[src/rtl/urv_imem_bridge_if.sv]
// Fetch-side and memory-side signals of the instruction memory bridge.
// The slave modport is the bridge; the master modport is the core/memory side.
interface urv_imem_bridge_if;
    logic [31:0] im_addr_i;
    logic [31:0] im_data_o;
    logic        im_valid_o;
    logic        inv_i;
    logic        mem_req_o;
    logic [31:0] mem_addr_o;
    logic        mem_ack_i;
    logic [31:0] mem_data_i;

    modport slave (
        input  im_addr_i, inv_i, mem_ack_i, mem_data_i,
        output im_data_o, im_valid_o, mem_req_o, mem_addr_o
    );

    modport master (
        output im_addr_i, inv_i, mem_ack_i, mem_data_i,
        input  im_data_o, im_valid_o, mem_req_o, mem_addr_o
    );
endinterface

[src/rtl/urv_imem_bridge.sv]
// Single-request instruction fetch bridge with a tiny word buffer and ack bypass.
// Define URV_IMEM_PREFETCH_EN for a two-entry buffer with sequential next-word prefetch.
module urv_imem_bridge (
    input  logic             clk_i,
    input  logic             rst_n_i,
    urv_imem_bridge_if.slave bus
);

`ifdef URV_IMEM_PREFETCH_EN
    localparam int NUM_ENT = 2;
`else
    localparam int NUM_ENT = 1;
`endif

    typedef enum logic {IDLE, BUSY} state_t;

    state_t               r_state;
    state_t               w_state_next;
    logic [29:0]          r_addr_q;
    logic                 r_fetch_vld;
    logic                 r_mem_req;
    logic [29:0]          r_mem_addr;
    logic                 r_drop;
    logic                 r_ent_vld  [NUM_ENT];
    logic [29:0]          r_ent_tag  [NUM_ENT];
    logic [31:0]          r_ent_data [NUM_ENT];

    logic [NUM_ENT-1:0]   w_hit_vec;
    logic [NUM_ENT-1:0]   w_we;
    logic                 w_hit;
    logic [31:0]          w_hit_data;
    logic                 w_ack_busy;
    logic                 w_fill;
    logic                 w_bypass;
    logic                 w_issue;
    logic [29:0]          w_issue_addr;
    logic                 w_unused_lsb;

    // Only word addresses matter; the byte offset of the fetch address is ignored.
    assign w_unused_lsb = ^bus.im_addr_i[1:0];

    genvar gi;
    generate
        for (gi = 0; gi < NUM_ENT; gi++) begin : g_hit
            assign w_hit_vec[gi] = r_ent_vld[gi] && (r_ent_tag[gi] == r_addr_q);
        end
    endgenerate

    assign w_hit = |w_hit_vec;

    always_comb begin
        w_hit_data = '0;
        for (int i = 0; i < NUM_ENT; i++) begin
            if (w_hit_vec[i]) begin
                w_hit_data = r_ent_data[i];
            end
        end
    end

    // A fill is kept only if no invalidate arrived while it was outstanding.
    assign w_ack_busy = (r_state == BUSY) && bus.mem_ack_i;
    assign w_fill     = w_ack_busy && !r_drop && !bus.inv_i;
    assign w_bypass   = w_fill && (r_mem_addr == r_addr_q);

`ifdef URV_IMEM_PREFETCH_EN
    logic               r_repl;
    logic [29:0]        w_pf_addr;
    logic [NUM_ENT-1:0] w_pf_vec;
    logic               w_pf_hit;

    assign w_pf_addr = r_addr_q + 30'd1;

    generate
        for (gi = 0; gi < NUM_ENT; gi++) begin : g_pf
            assign w_pf_vec[gi] = r_ent_vld[gi] && (r_ent_tag[gi] == w_pf_addr);
            assign w_we[gi]     = w_fill && (r_repl == 1'(gi));
        end
    endgenerate

    assign w_pf_hit = |w_pf_vec;

    always_ff @(posedge clk_i or negedge rst_n_i) begin
        if (!rst_n_i) begin
            r_repl <= 1'b0;
        end else if (w_fill) begin
            r_repl <= ~r_repl;
        end
    end
`else
    assign w_we[0] = w_fill;
`endif

    always_comb begin
        w_state_next = r_state;
        w_issue      = 1'b0;
        w_issue_addr = r_addr_q;
        case (r_state)
            IDLE: begin
                if (r_fetch_vld && !w_hit) begin
                    w_issue      = 1'b1;
                    w_state_next = BUSY;
                end
`ifdef URV_IMEM_PREFETCH_EN
                else if (w_hit && !w_pf_hit) begin
                    w_issue      = 1'b1;
                    w_issue_addr = w_pf_addr;
                    w_state_next = BUSY;
                end
`endif
            end
            BUSY: begin
                if (bus.mem_ack_i) begin
                    w_state_next = IDLE;
                end
            end
            default: w_state_next = IDLE;
        endcase
    end

    always_ff @(posedge clk_i or negedge rst_n_i) begin
        if (!rst_n_i) begin
            r_state     <= IDLE;
            r_addr_q    <= '0;
            r_fetch_vld <= 1'b0;
            r_mem_req   <= 1'b0;
            r_mem_addr  <= '0;
            r_drop      <= 1'b0;
        end else begin
            r_state     <= w_state_next;
            r_addr_q    <= bus.im_addr_i[31:2];
            r_fetch_vld <= 1'b1;
            if (w_issue) begin
                r_mem_req  <= 1'b1;
                r_mem_addr <= w_issue_addr;
            end else if (w_ack_busy) begin
                r_mem_req  <= 1'b0;
            end
            if (r_state == BUSY) begin
                r_drop <= !bus.mem_ack_i && (r_drop || bus.inv_i);
            end else begin
                r_drop <= 1'b0;
            end
        end
    end

    generate
        for (gi = 0; gi < NUM_ENT; gi++) begin : g_ent
            always_ff @(posedge clk_i or negedge rst_n_i) begin
                if (!rst_n_i) begin
                    r_ent_vld[gi]  <= 1'b0;
                    r_ent_tag[gi]  <= '0;
                    r_ent_data[gi] <= '0;
                end else begin
                    if (bus.inv_i) begin
                        r_ent_vld[gi] <= 1'b0;
                    end else if (w_we[gi]) begin
                        r_ent_vld[gi] <= 1'b1;
                    end
                    if (w_we[gi]) begin
                        r_ent_tag[gi]  <= r_mem_addr;
                        r_ent_data[gi] <= bus.mem_data_i;
                    end
                end
            end
        end
    endgenerate

    assign bus.mem_req_o  = r_mem_req;
    assign bus.mem_addr_o = {r_mem_addr, 2'b00};
    assign bus.im_valid_o = w_hit || w_bypass;
    assign bus.im_data_o  = w_hit ? w_hit_data : (w_bypass ? bus.mem_data_i : 32'h0);

endmodule

[src/flat_wrapper.sv]
// flat-port wrapper written by rule: the top's interface ports become plain ports
module urv_imem_bridge_flat 
  (clk_i, rst_n_i, bus_im_addr_i, bus_inv_i, bus_mem_ack_i, bus_mem_data_i, bus_im_data_o, bus_im_valid_o, bus_mem_req_o, bus_mem_addr_o);
  urv_imem_bridge_if bus_i ();
  input  logic clk_i;
  input  logic rst_n_i;
  input wire logic [$bits(bus_i.im_addr_i)-1:0] bus_im_addr_i;
  input wire logic [$bits(bus_i.inv_i)-1:0] bus_inv_i;
  input wire logic [$bits(bus_i.mem_ack_i)-1:0] bus_mem_ack_i;
  input wire logic [$bits(bus_i.mem_data_i)-1:0] bus_mem_data_i;
  output wire logic [$bits(bus_i.im_data_o)-1:0] bus_im_data_o;
  output wire logic [$bits(bus_i.im_valid_o)-1:0] bus_im_valid_o;
  output wire logic [$bits(bus_i.mem_req_o)-1:0] bus_mem_req_o;
  output wire logic [$bits(bus_i.mem_addr_o)-1:0] bus_mem_addr_o;
  assign bus_i.im_addr_i = bus_im_addr_i;
  assign bus_i.inv_i = bus_inv_i;
  assign bus_i.mem_ack_i = bus_mem_ack_i;
  assign bus_i.mem_data_i = bus_mem_data_i;
  assign bus_im_data_o = bus_i.im_data_o;
  assign bus_im_valid_o = bus_i.im_valid_o;
  assign bus_mem_req_o = bus_i.mem_req_o;
  assign bus_mem_addr_o = bus_i.mem_addr_o;
  urv_imem_bridge u_core (.clk_i(clk_i), .rst_n_i(rst_n_i), .bus(bus_i));
endmodule
[config.mk]
export PLATFORM = sky130hd
export DESIGN_NAME = urv_imem_bridge_flat
export DESIGN_NICKNAME = d
export VERILOG_FILES = /design/src/rtl/urv_imem_bridge_if.sv /design/src/rtl/urv_imem_bridge.sv /design/src/flat_wrapper.sv
export SDC_FILE = /design/constraint.sdc
export NUM_CORES = 1
export LEC_CHECK = 0
export BUFFER_PORTS_ARGS = -buffer_cell sky130_fd_sc_hd__buf_4
export CAP_MARGIN = 20
export CORE_MARGIN = 2
export CORE_UTILIZATION = 35
export CTS_CLUSTER_SIZE = 10
export DETAILED_ROUTE_END_ITERATION = 10
export HOLD_SLACK_MARGIN = 0.06
export SLEW_MARGIN = 10
export SYNTH_ARGS = -nofsm -noshare
export SYNTH_HDL_FRONTEND = slang
export SYNTH_SLANG_ARGS = --single-unit
[constraint.sdc]
create_clock -name clk_i -period 1.9 [get_ports clk_i]
set_input_delay 0.285 -clock clk_i [delete_from_list [all_inputs] [get_ports clk_i]]
set_output_delay 0.285 -clock clk_i [all_outputs]
set_load 0.02 [all_outputs]
=== Word level (Yosys, flattened, before mapping) ===
Index checks and enable logic that the tools add are counted.

* Register bits: 127
* Latch bits: 0
* RAM bits: 0
* ROM bits: 0
* Input bits: 68
* Word-level logic and storage cells: 38
* Memories kept: 0

* Add/sub/neg operators: 0
* Multiply operators: 0
* Div/mod/pow operators: 0
* $lt $le $gt $ge: 0
* Equal/unequal tests: 2
* Shift-type cells: 0
* Multiplexer cells: 11
* Bitwise logic cells: 1
* Reductions and logical operators: 15

{| class="wikitable"
|+ Operators by type and width
! operator !! number
|-
| $mux 32 || 2
|-
| $eq 30x30->1 || 2
|-
| $mux 1 || 8
|-
| $logic_and 1x1->1 || 7
|-
| $logic_not 1->1 || 4
|-
| $reduce_bool 2->1 || 2
|-
| $logic_or 1x1->1 || 2
|-
| $pmux 1 s2 || 1
|-
| $not 1->1 || 1
|}

=== Depth between registers and ports, before layout ===
Gate-level depths: netlist of the first run.

* Depth in word-level cells: 7
* Depth in mapped cells: 7

=== Worst setup path before layout of the first run ===
Ideal clock, no wire load.

* Path kind: register to output
* Start point: register u_core.r_mem_addr[25]
* End point: output port bus_im_data_o[10]
* Arrival: 2015 ps
* Slack: -400 ps
* Stages on the path, launching flop included: 7
* Cells stage by stage: dfrtp_1 > xnor2_1 > nand4_1 > nor4_1 > nand3_1 > clkbuf_1 > o31ai_1

* Cells in the longest elaborated chain, start to end: 4

{| class="wikitable"
|+ Ends and longest elaborated chain
! element !! RTL line !! text
|-
| start: declaration || urv_imem_bridge.sv:22 || <nowiki>logic [29:0] r_mem_addr;</nowiki>
|-
| start signal: assignment || urv_imem_bridge.sv:134 || <nowiki>r_mem_addr <= w_issue_addr;</nowiki>
|-
| $eq 30x30->1 || urv_imem_bridge.sv:63 || <nowiki>assign w_bypass = w_fill && (r_mem_addr == r_addr_q);</nowiki>
|-
| $logic_and 1x1->1 || urv_imem_bridge.sv:63 ||
|-
| $mux 32 (2 in a row) || urv_imem_bridge.sv:171 || <nowiki>assign bus.im_data_o = w_hit ? w_hit_data : (w_bypass ? bus.mem_data_i : 32'h0);</nowiki>
|-
| end: declaration || flat_wrapper.sv:11 || <nowiki>output wire logic [$bits(bus_i.im_data_o)-1:0] bus_im_data_o;</nowiki>
|}

No other way between the ends.

=== Worst setup path after layout of the first run ===
* Start point: register u_core.r_addr_q[23]
* End point: output port bus_im_data_o[1]

* Cells in the longest elaborated chain, start to end: 4

{| class="wikitable"
|+ Ends and longest elaborated chain
! element !! RTL line !! text
|-
| start: declaration || urv_imem_bridge.sv:19 || <nowiki>logic [29:0] r_addr_q;</nowiki>
|-
| start signal: assignment || urv_imem_bridge.sv:130 || <nowiki>r_addr_q <= bus.im_addr_i[31:2];</nowiki>
|-
| $eq 30x30->1 || urv_imem_bridge.sv:63 ||
|-
| $logic_and 1x1->1 || urv_imem_bridge.sv:63 ||
|-
| $mux 32 || urv_imem_bridge.sv:171 ||
|-
| $mux 32 * || urv_imem_bridge.sv:171 ||
|}

Every way passes the cells marked *; elsewhere a longest branch is shown, timed or not.

==> impl_results.rst, run 1 <==
.. list-table::
   :header-rows: 1

   * - Metric
     - Value
   * - # setup viols final
     - 65
   * - Sequential cell area fraction in the yosys report
     - 55.3%
   * - # diodes
     - 0
   * - Final Skew
     - between 5 and 6 ps
   * - Count of buffers inserted at the top-level ports
     - 129
   * - Leakage component of the power
     - 0.00411 uW
   * - R2r worst-path depth
     - 10
   * - Number of instances in the synthesized netlist
     - 437
   * - Cell family with most CP delay
     - simple AND/OR/NAND/NOR gates
   * - Clock latency of the later-clocked register in the worst-skew pair
     - 410 ps
   * - Post-detailed-routing wire length
     - 15400 um
   * - Floorplan row count
     - 46
   * - Worst hold path type
     - in -> reg
   * - Worst Path Max Fanout
     - 27
   * - Number of antenna violations at the first check in global routing
     - 0
   * - Total grt overflow
     - 0
   * - Post-route antenna net violation count
     - 0
   * - Critical Path Source Type
     - flip-flop
   * - Post-route clock period utilization
     - 142%
   * - Cell count along the critical path
     - 7
   * - Peak ir drop on the vdd network
     - ~0.8 mV
   * - Unique cell type count in the Yosys netlist
     - 24
   * - Setup WS pre-CTS
     - -527 ps
   * - Nets
     - 726
   * - Worst Setup Path Type
     - reg -> out
   * - Clock buffers created by TritonCTS
     - 17
   * - WHS Path Cells
     - 2
   * - Total routing usage reported by global routing
     - 17.6%
   * - Worst slew margin relative to its limit
     - about 56%
   * - Outcome
     - finished with violations
   * - Average detailed-routed wire length per instance
     - 17.3 um
   * - Clock-pin slew of the registers on the worst-case setup and hold paths
     - ~60 ps
   * - Number of inserted filler cells in the final layout
     - 1280
   * - Detail Placement HPWL
     - approximately 10000 um
   * - Vias in the first global route
     - 4566
   * - Post-layout min period
     - 2690 ps
   * - Final core utilization
     - just under 60%
   * - Cell area after placement
     - around 7800 um^2
   * - Clock tree from TritonCTS
     - done
   * - Vias after detailed routing
     - ~4200
   * - Core region area
     - 15900 um^2
   * - Global placer's final weighted congestion
     - 0.750
   * - Sequential cell area
     - 3210 um^2
   * - Starting utilization of the core area
     - 36.0%
   * - Clock root cell
     - sky130_fd_sc_hd__clkbuf_16
   * - Die Outline Area
     - roughly 17000 um^2
   * - Commonest non-fill, non-tap cells in the layout
     - 143 x sky130_fd_sc_hd__buf_4, 104 x sky130_fd_sc_hd__dfrtp_1, 63 x sky130_fd_sc_hd__mux2_1, 50 x sky130_fd_sc_hd__xnor2_1
   * - Max-slew violations
     - 0
   * - Crit path max-delay cell type
     - sky130_fd_sc_hd__dfrtp_1
   * - Die Height
     - 132 um
   * - Critical Path, Cell by Cell
     - xnor2_2, nand4_1, nor4_4, nand3_4, buf_12, o31ai_2, buf_4
   * - Number of DRC markers in iteration 0
     - 143
   * - I/O pin count
     - 134
   * - Mean cell area of the mapped netlist
     - 13.1 um^2
   * - Power per standard cell area
     - 1070 nW/um^2
   * - Number of failing hold endpoints at the final stage
     - 0
   * - Final critical-path setup slack
     - -794 ps
   * - Area growth, synth to finish
     - 61.4%
   * - Area of combinational cells with multiple inputs
     - 2860 um^2
   * - RSZ-0062 raised after global routing
     - true
   * - Remaining design rule violation count
     - 0
   * - Count of maximum capacitance violations
     - 0
   * - Fraction of layout cells with a size suffix above 1
     - 49.3%
   * - Clock H-tree levels
     - 4
   * - Most common cell after layout, fill and taps aside
     - sky130_fd_sc_hd__buf_4
   * - Worst stage delay on the critical path
     - 430 ps
   * - Number of register bits inferred by synthesis
     - 127
   * - Failing checks
     - setup timing
   * - Required time worst endpoint
     - 1620 ps
   * - Vias per Instance
     - 4.76
   * - TritonCTS Sinks
     - 127
   * - Global-route wire length before repair
     - 24100 um
   * - Netlist area before placement
     - 5740 um^2
   * - Worst EP arrival
     - 2410 ps
   * - Drt pass-1 iters
     - 4
   * - Kind of end point of the critical path
     - output pin
   * - Width of the chip
     - around 130 um
   * - Buf/Inv on CP
     - 2
   * - Post-Layout Inst Area
     - 9270 um^2
   * - Final cell count without fillers
     - 887
   * - Top achievable clock speed
     - 371 MHz
   * - Worst-margin pin slew
     - 653 ps
   * - Largest net degree at the start of global routing
     - 77
   * - Number of buffers on the longest clock path
     - 2
   * - Yosys warns
     - 0
   * - Placed cell count
     - 809
-- final timing paths --
| path | startpoint | endpoint | slack (ps) |
|---|---|---|---|
| min in group asynchronous | rst_n_i | u_core.r_ent_tag[2]$_DFFE_PN0P_ | 420 |
| min reg2reg | u_core.bus.mem_req_o$_DFFE_PN0P_ | u_core.bus.mem_req_o$_DFFE_PN0P_ | 480 |
| max reg2reg | u_core.r_addr_q[21]$_DFF_PN0_ | u_core.r_mem_addr[21]$_DFFE_PN0P_ | -470 |
| max | u_core.r_addr_q[23]$_DFF_PN0_ | bus_im_data_o[1] | -790 |
| min | bus_mem_data_i[29] | u_core.r_ent_data[29]$_DFFE_PN0P_ | 100 |
| max in group asynchronous | rst_n_i | u_core.r_addr_q[26]$_DFF_PN0_ | 1070 |
-- state kept, by name, summed over array words and instances, names as in the netlist --
signal                cells
u_core.r_ent_data        32
u_core.r_addr_q          30
u_core.r_ent_tag         30
u_core.r_mem_addr        30
u_core.bus.mem_req_o      1
u_core.r_drop             1
u_core.r_ent_vld          1
u_core.r_fetch_vld        1
u_core.r_state            1
-- synth_stat cells (all sizes together) --
library cell / instances / area [um^2]
buf: 16 / 96.3
nor4: 4 / 55.1
conb: 2 / 7.51
nor3: 1 / 5.00
and2: 1 / 6.26
nand2: 4 / 15.0
mux2: 92 / 1140
nand4: 13 / 81.3
nor2: 1 / 3.75
and4bb: 1 / 12.5
xnor2: 60 / 526
clkbuf: 9 / 33.8
nand3: 36 / 180
inv: 34 / 128
a21o: 2 / 15.0
o22ai: 1 / 6.26
a21oi: 1 / 8.76
dfrtp: 127 / 3180
o31ai: 32 / 240
-- cell families after synthesis --
kind of cell / count (synthesis) / synth area share [%]
xor gates and xnor gates: 60 / 9.15
AOI/OAI and AO/OA: 36 / 4.71
and+or+nand+nor: 61 / 6.25
muxes: 92 / 19.9
buffers and inverters: 59 / 4.49
DFF: 127 / 55.3
other: 2 / 0.131
-- layer usage --
metal	track usage, %	vias to the layer above	share of wire [%]	wire length [um]
li1	-	1966	-	-
met1	22.2	2148	45	6860
met2	29.9	104	51	7780
met3	4.58	8	4.1	629
met4	5.13	0	0.66	102
met5	0	-	0	0
-- what timing repair did --
| item | in CTS | in global routing |
|---|---|---|
| buffers inserted | 3 | 2 |
| hold buffers | 31 | 0 |
| resized for setup | 32 | 19 |
| pin swaps | 1 | 9 |
| cloned | 2 | 8 |
| hold endpoints to repair | 157 | 0 |
| endpoints found under the setup margin | 127 | 65 |
-- area by class of cell --
| class | instances | area share (%) |
|---|---|---|
| Clock buffer | 18 | 4.63 |
| Clock inverter | 14 | 2.05 |
| Inverter | 34 | 1.38 |
| Multi-Input combinational cell | 252 | 30.9 |
| Sequential cell | 127 | 34.6 |
| Tap cell | 216 | 2.92 |
| Timing Repair Buffer | 226 | 23.6 |
-- metrics by stage --
stage | hold WS [ps] | power, uW | setup TNS, ps
after floorplan | -10.6 | 5280 | -4730
after detailed placement | 320 | 6330 | -32160
final | 103 | 9880 | -37940
after CTS | 81.8 | 9900 | -36540
after global placement | 315 | 6230 | -32660
after global routing | 76.9 | 10400 | -44920
-- power by group --
group          internal (uW)  switching [uW]  total (uW)
combinational           1470            1050        2520
sequential              3450             501        3950
clock                   2190            1220        3410
total                   7110            2760        9880
Power figures use the tool's default switching activity.
==> run 2: changes to the inputs <==
--- a/config.mk
+++ b/config.mk
@@ -5,12 +5,12 @@
 export SDC_FILE = /design/constraint.sdc
 export NUM_CORES = 1
 export LEC_CHECK = 0
-export BUFFER_PORTS_ARGS = -buffer_cell sky130_fd_sc_hd__buf_4
 export CAP_MARGIN = 20
 export CORE_MARGIN = 2
 export CORE_UTILIZATION = 35
 export CTS_CLUSTER_SIZE = 10
 export DETAILED_ROUTE_END_ITERATION = 10
+export DONT_BUFFER_PORTS = 1
 export HOLD_SLACK_MARGIN = 0.06
 export SLEW_MARGIN = 10
 export SYNTH_ARGS = -nofsm -noshare
==> impl_results.rst, run 2 (synthesized netlist as in run 1, its figures left out) <==
.. list-table::
   :header-rows: 1

   * - Metric
     - Value
   * - Outcome
     - finished with violations
   * - Failing checks
     - hold timing, setup timing
   * - Design Power
     - 9920 uW (+0.46%)
   * - Floorplan row count
     - 46 (unchanged)
   * - Kind of end point of the critical path
     - output pin
   * - TritonCTS Sinks
     - 127 (unchanged)
   * - Core region area
     - 15900 um^2 (unchanged)
   * - I/O pin count
     - 134 (unchanged)
   * - Starting utilization of the core area
     - 36.0% (unchanged)
   * - # setup viols final
     - 65 (unchanged)
   * - Nets
     - 654 (-9.9%)
   * - Clock tree from TritonCTS
     - done
   * - Worst stage delay on the critical path
     - 400 ps (-30 ps)
   * - Capture point of the worst reg-to-reg path
     - u_core.r_mem_addr[18]$_DFFE_PN0P_
   * - Final core utilization
     - 56.7% (-1.4 points)
   * - Clock latency of the later-clocked register in the worst-skew pair
     - 410 ps (about the same)
   * - Final Skew
     - 5.49 ps (+0.445 ps)
   * - Required time worst endpoint
     - 1620 ps (about the same)
   * - Cell area after placement
     - 6970 um^2 (-11%)
   * - Width of the chip
     - 132 um (unchanged)
   * - Crit path max-delay cell type
     - sky130_fd_sc_hd__dfrtp_1
   * - Vias after detailed routing
     - 3970 (-6.1%)
   * - Clock H-tree levels
     - 4 (unchanged)
   * - Number of DRC markers in iteration 0
     - 138 (-3.5%)
   * - Critical path destination
     - bus_im_data_o[0]
   * - Post-detailed-routing wire length
     - 15800 um (+2.6%)
   * - Worst Setup Path Type
     - reg -> out
   * - Global-route wire length before repair
     - 25100 um (+4.2%)
   * - Leakage component of the power
     - 0.00380 uW (-7.6%)
   * - Worst-margin pin slew
     - 672 ps (+19.6 ps)
   * - Detail Placement HPWL
     - 9570 um (-3.9%)
   * - Count of maximum capacitance violations
     - 0 (unchanged)
   * - Post-route clock period utilization
     - 142% (+0.65 points)
   * - Average detailed-routed wire length per instance
     - 19.3 um (+12%)
   * - Register ranked first by flip-flop count
     - u_core.r_ent_data
   * - Critical Path Source
     - u_core.r_addr_q[24]$_DFF_PN0_
   * - Vias per Instance
     - 4.87 (+2.2%)
   * - Worst hold path type
     - in -> async
   * - Count of buffers inserted at the top-level ports
     - 0 (-100%)
   * - Remaining design rule violation count
     - 0 (unchanged)
   * - Clock root cell
     - sky130_fd_sc_hd__clkbuf_16
   * - # diodes
     - 0 (unchanged)
   * - Final critical-path setup slack
     - -806 ps (-12.4 ps)
   * - Flip-flop count of the largest register after layout
     - 32 (unchanged)
   * - Clock buffers created by TritonCTS
     - 17 (unchanged)
   * - Drt pass-1 iters
     - 4 (unchanged)
   * - Clock-pin slew of the registers on the worst-case setup and hold paths
     - 60 ps (about the same)
   * - Die Outline Area
     - 17400 um^2 (unchanged)
   * - CP dominant cell by count
     - sky130_fd_sc_hd__buf_4
   * - Global placer's final weighted congestion
     - 0.740 (-1.4%)
   * - Largest net degree at the start of global routing
     - 128 (+66%)
   * - Reg-to-reg startpoint
     - u_core.r_addr_q[24]$_DFF_PN0_
   * - Post-layout min period
     - 2710 ps (+12.4 ps)
   * - Final cell count without fillers
     - 815 (-8.1%)
   * - Die Height
     - 132 um (unchanged)
   * - Most common cell after layout, fill and taps aside
     - sky130_fd_sc_hd__dfrtp_1
   * - Placed cell count
     - 694 (-14%)
   * - Power per standard cell area
     - 1100 nW/um^2 (+3.0%)
   * - Fraction of layout cells with a size suffix above 1
     - 42.2% (-7.1 points)
   * - Minimum hold slack
     - -435 ps (-538 ps)
   * - Max-slew violations
     - 0 (unchanged)
   * - Total routing usage reported by global routing
     - 18.7% (+1.1 points)
   * - Worst slew margin relative to its limit
     - 55.2% (-1.3 points)
   * - Vias in the first global route
     - 4483 (-1.8%)
   * - Cell family with most CP delay
     - simple AND/OR/NAND/NOR gates
   * - Post-Layout Inst Area
     - 9040 um^2 (-2.4%)
   * - Worst Path Max Fanout
     - 7 (-74%)
   * - Total grt overflow
     - 0 (unchanged)
   * - Critical Path, Cell by Cell
     - buf_6, xnor2_2, nand4_1, nor4_4, buf_4, buf_12, nand3_1, o31ai_2, buf_4
   * - Worst EP arrival
     - 2420 ps (about the same)
   * - Buf/Inv on CP
     - 4 (+2)
   * - CTS Hold Bufs
     - 65 (+110%)
   * - Critical Path Source Type
     - flip-flop
   * - Area growth, synth to finish
     - 57.5%
   * - Commonest non-fill, non-tap cells in the layout
     - 106 x sky130_fd_sc_hd__dfrtp_1, 65 x sky130_fd_sc_hd__dlygate4sd3_1, 62 x sky130_fd_sc_hd__mux2_1, 52 x sky130_fd_sc_hd__buf_4, 44 x sky130_fd_sc_hd__xnor2_1
   * - Peak ir drop on the vdd network
     - 0.746 mV (-6.3%)
   * - Number of failing hold endpoints at the final stage
     - 127 (+127)
   * - RSZ-0062 raised after global routing
     - true
   * - Number of antenna violations at the first check in global routing
     - 0 (unchanged)
   * - Post-route antenna net violation count
     - 0 (unchanged)
   * - Reg-to-reg setup timing slack
     - -550 ps (-80 ps)
   * - Cell count along the critical path
     - 9 (+2)
   * - Number of buffers on the longest clock path
     - 2 (unchanged)
   * - R2r worst-path depth
     - 11 (+1)
   * - Top achievable clock speed
     - 369 MHz (-0.46%)
run 2: cell types whose count changed in the layout (fill, tap and decap cells not counted), sizes merged:
cell         delta
buf           -101
dlygate4sd3    +34
clkinv          +1
bufinv          +1
clkbuf          -4
clkinvlp        -3
run 2: stage by stage:
stage               setup WS, ps  TNS (ps)
finish                      -806    -41110
global route                -945    -49370
CTS                         -802    -42170
detailed placement          -409    -28470
global placement            -409    -27150
floorplan                   -155     -4730
run 2: how the worst min path moves through the flow:
stage / start / end
global route: rst_n_i / u_core.r_addr_q[17]$_DFF_PN0_
floorplan: rst_n_i / u_core.bus.mem_req_o$_DFFE_PN0P_
finish: rst_n_i / u_core.r_addr_q[17]$_DFF_PN0_
CTS: rst_n_i / u_core.r_ent_tag[7]$_DFFE_PN0P_
detailed placement: rst_n_i / u_core.r_addr_q[4]$_DFF_PN0_
global placement: rst_n_i / u_core.r_addr_q[4]$_DFF_PN0_
run 2: metal layers:
layer | part of all wire (%) | wire (um) | GRT usage [%]
met4 | 1.6 | 249 | 6.76
met1 | 43 | 6710 | 23.0
met2 | 50 | 7820 | 30.9
met5 | 0 | 0 | 0
met3 | 6.3 | 991 | 5.96
run 2: what timing repair did:
item | in CTS | in global routing
setup endpoints to repair | 127 | 65
endpoints found under the hold margin | 193 | 127
pin swaps | 18 | 14
buffers inserted | 19 | 3
gates resized for setup | 68 | 24
gates cloned | 6 | 1
run 2: final cells by class:
class	instances	area (um^2)
clock buffer	19	443
sequential	127	3200
tap	216	270
multi-input combinational	252	3110
inverter	34	128
clock inverter	13	210
fill	1276	6900
timing repair buffer	154	1670
run 2: power by group:
group | switching [uW] | internal (uW) | total, uW
combinational | 967 | 1330 | 2290
sequential | 583 | 3450 | 4030
clock | 1230 | 2370 | 3590
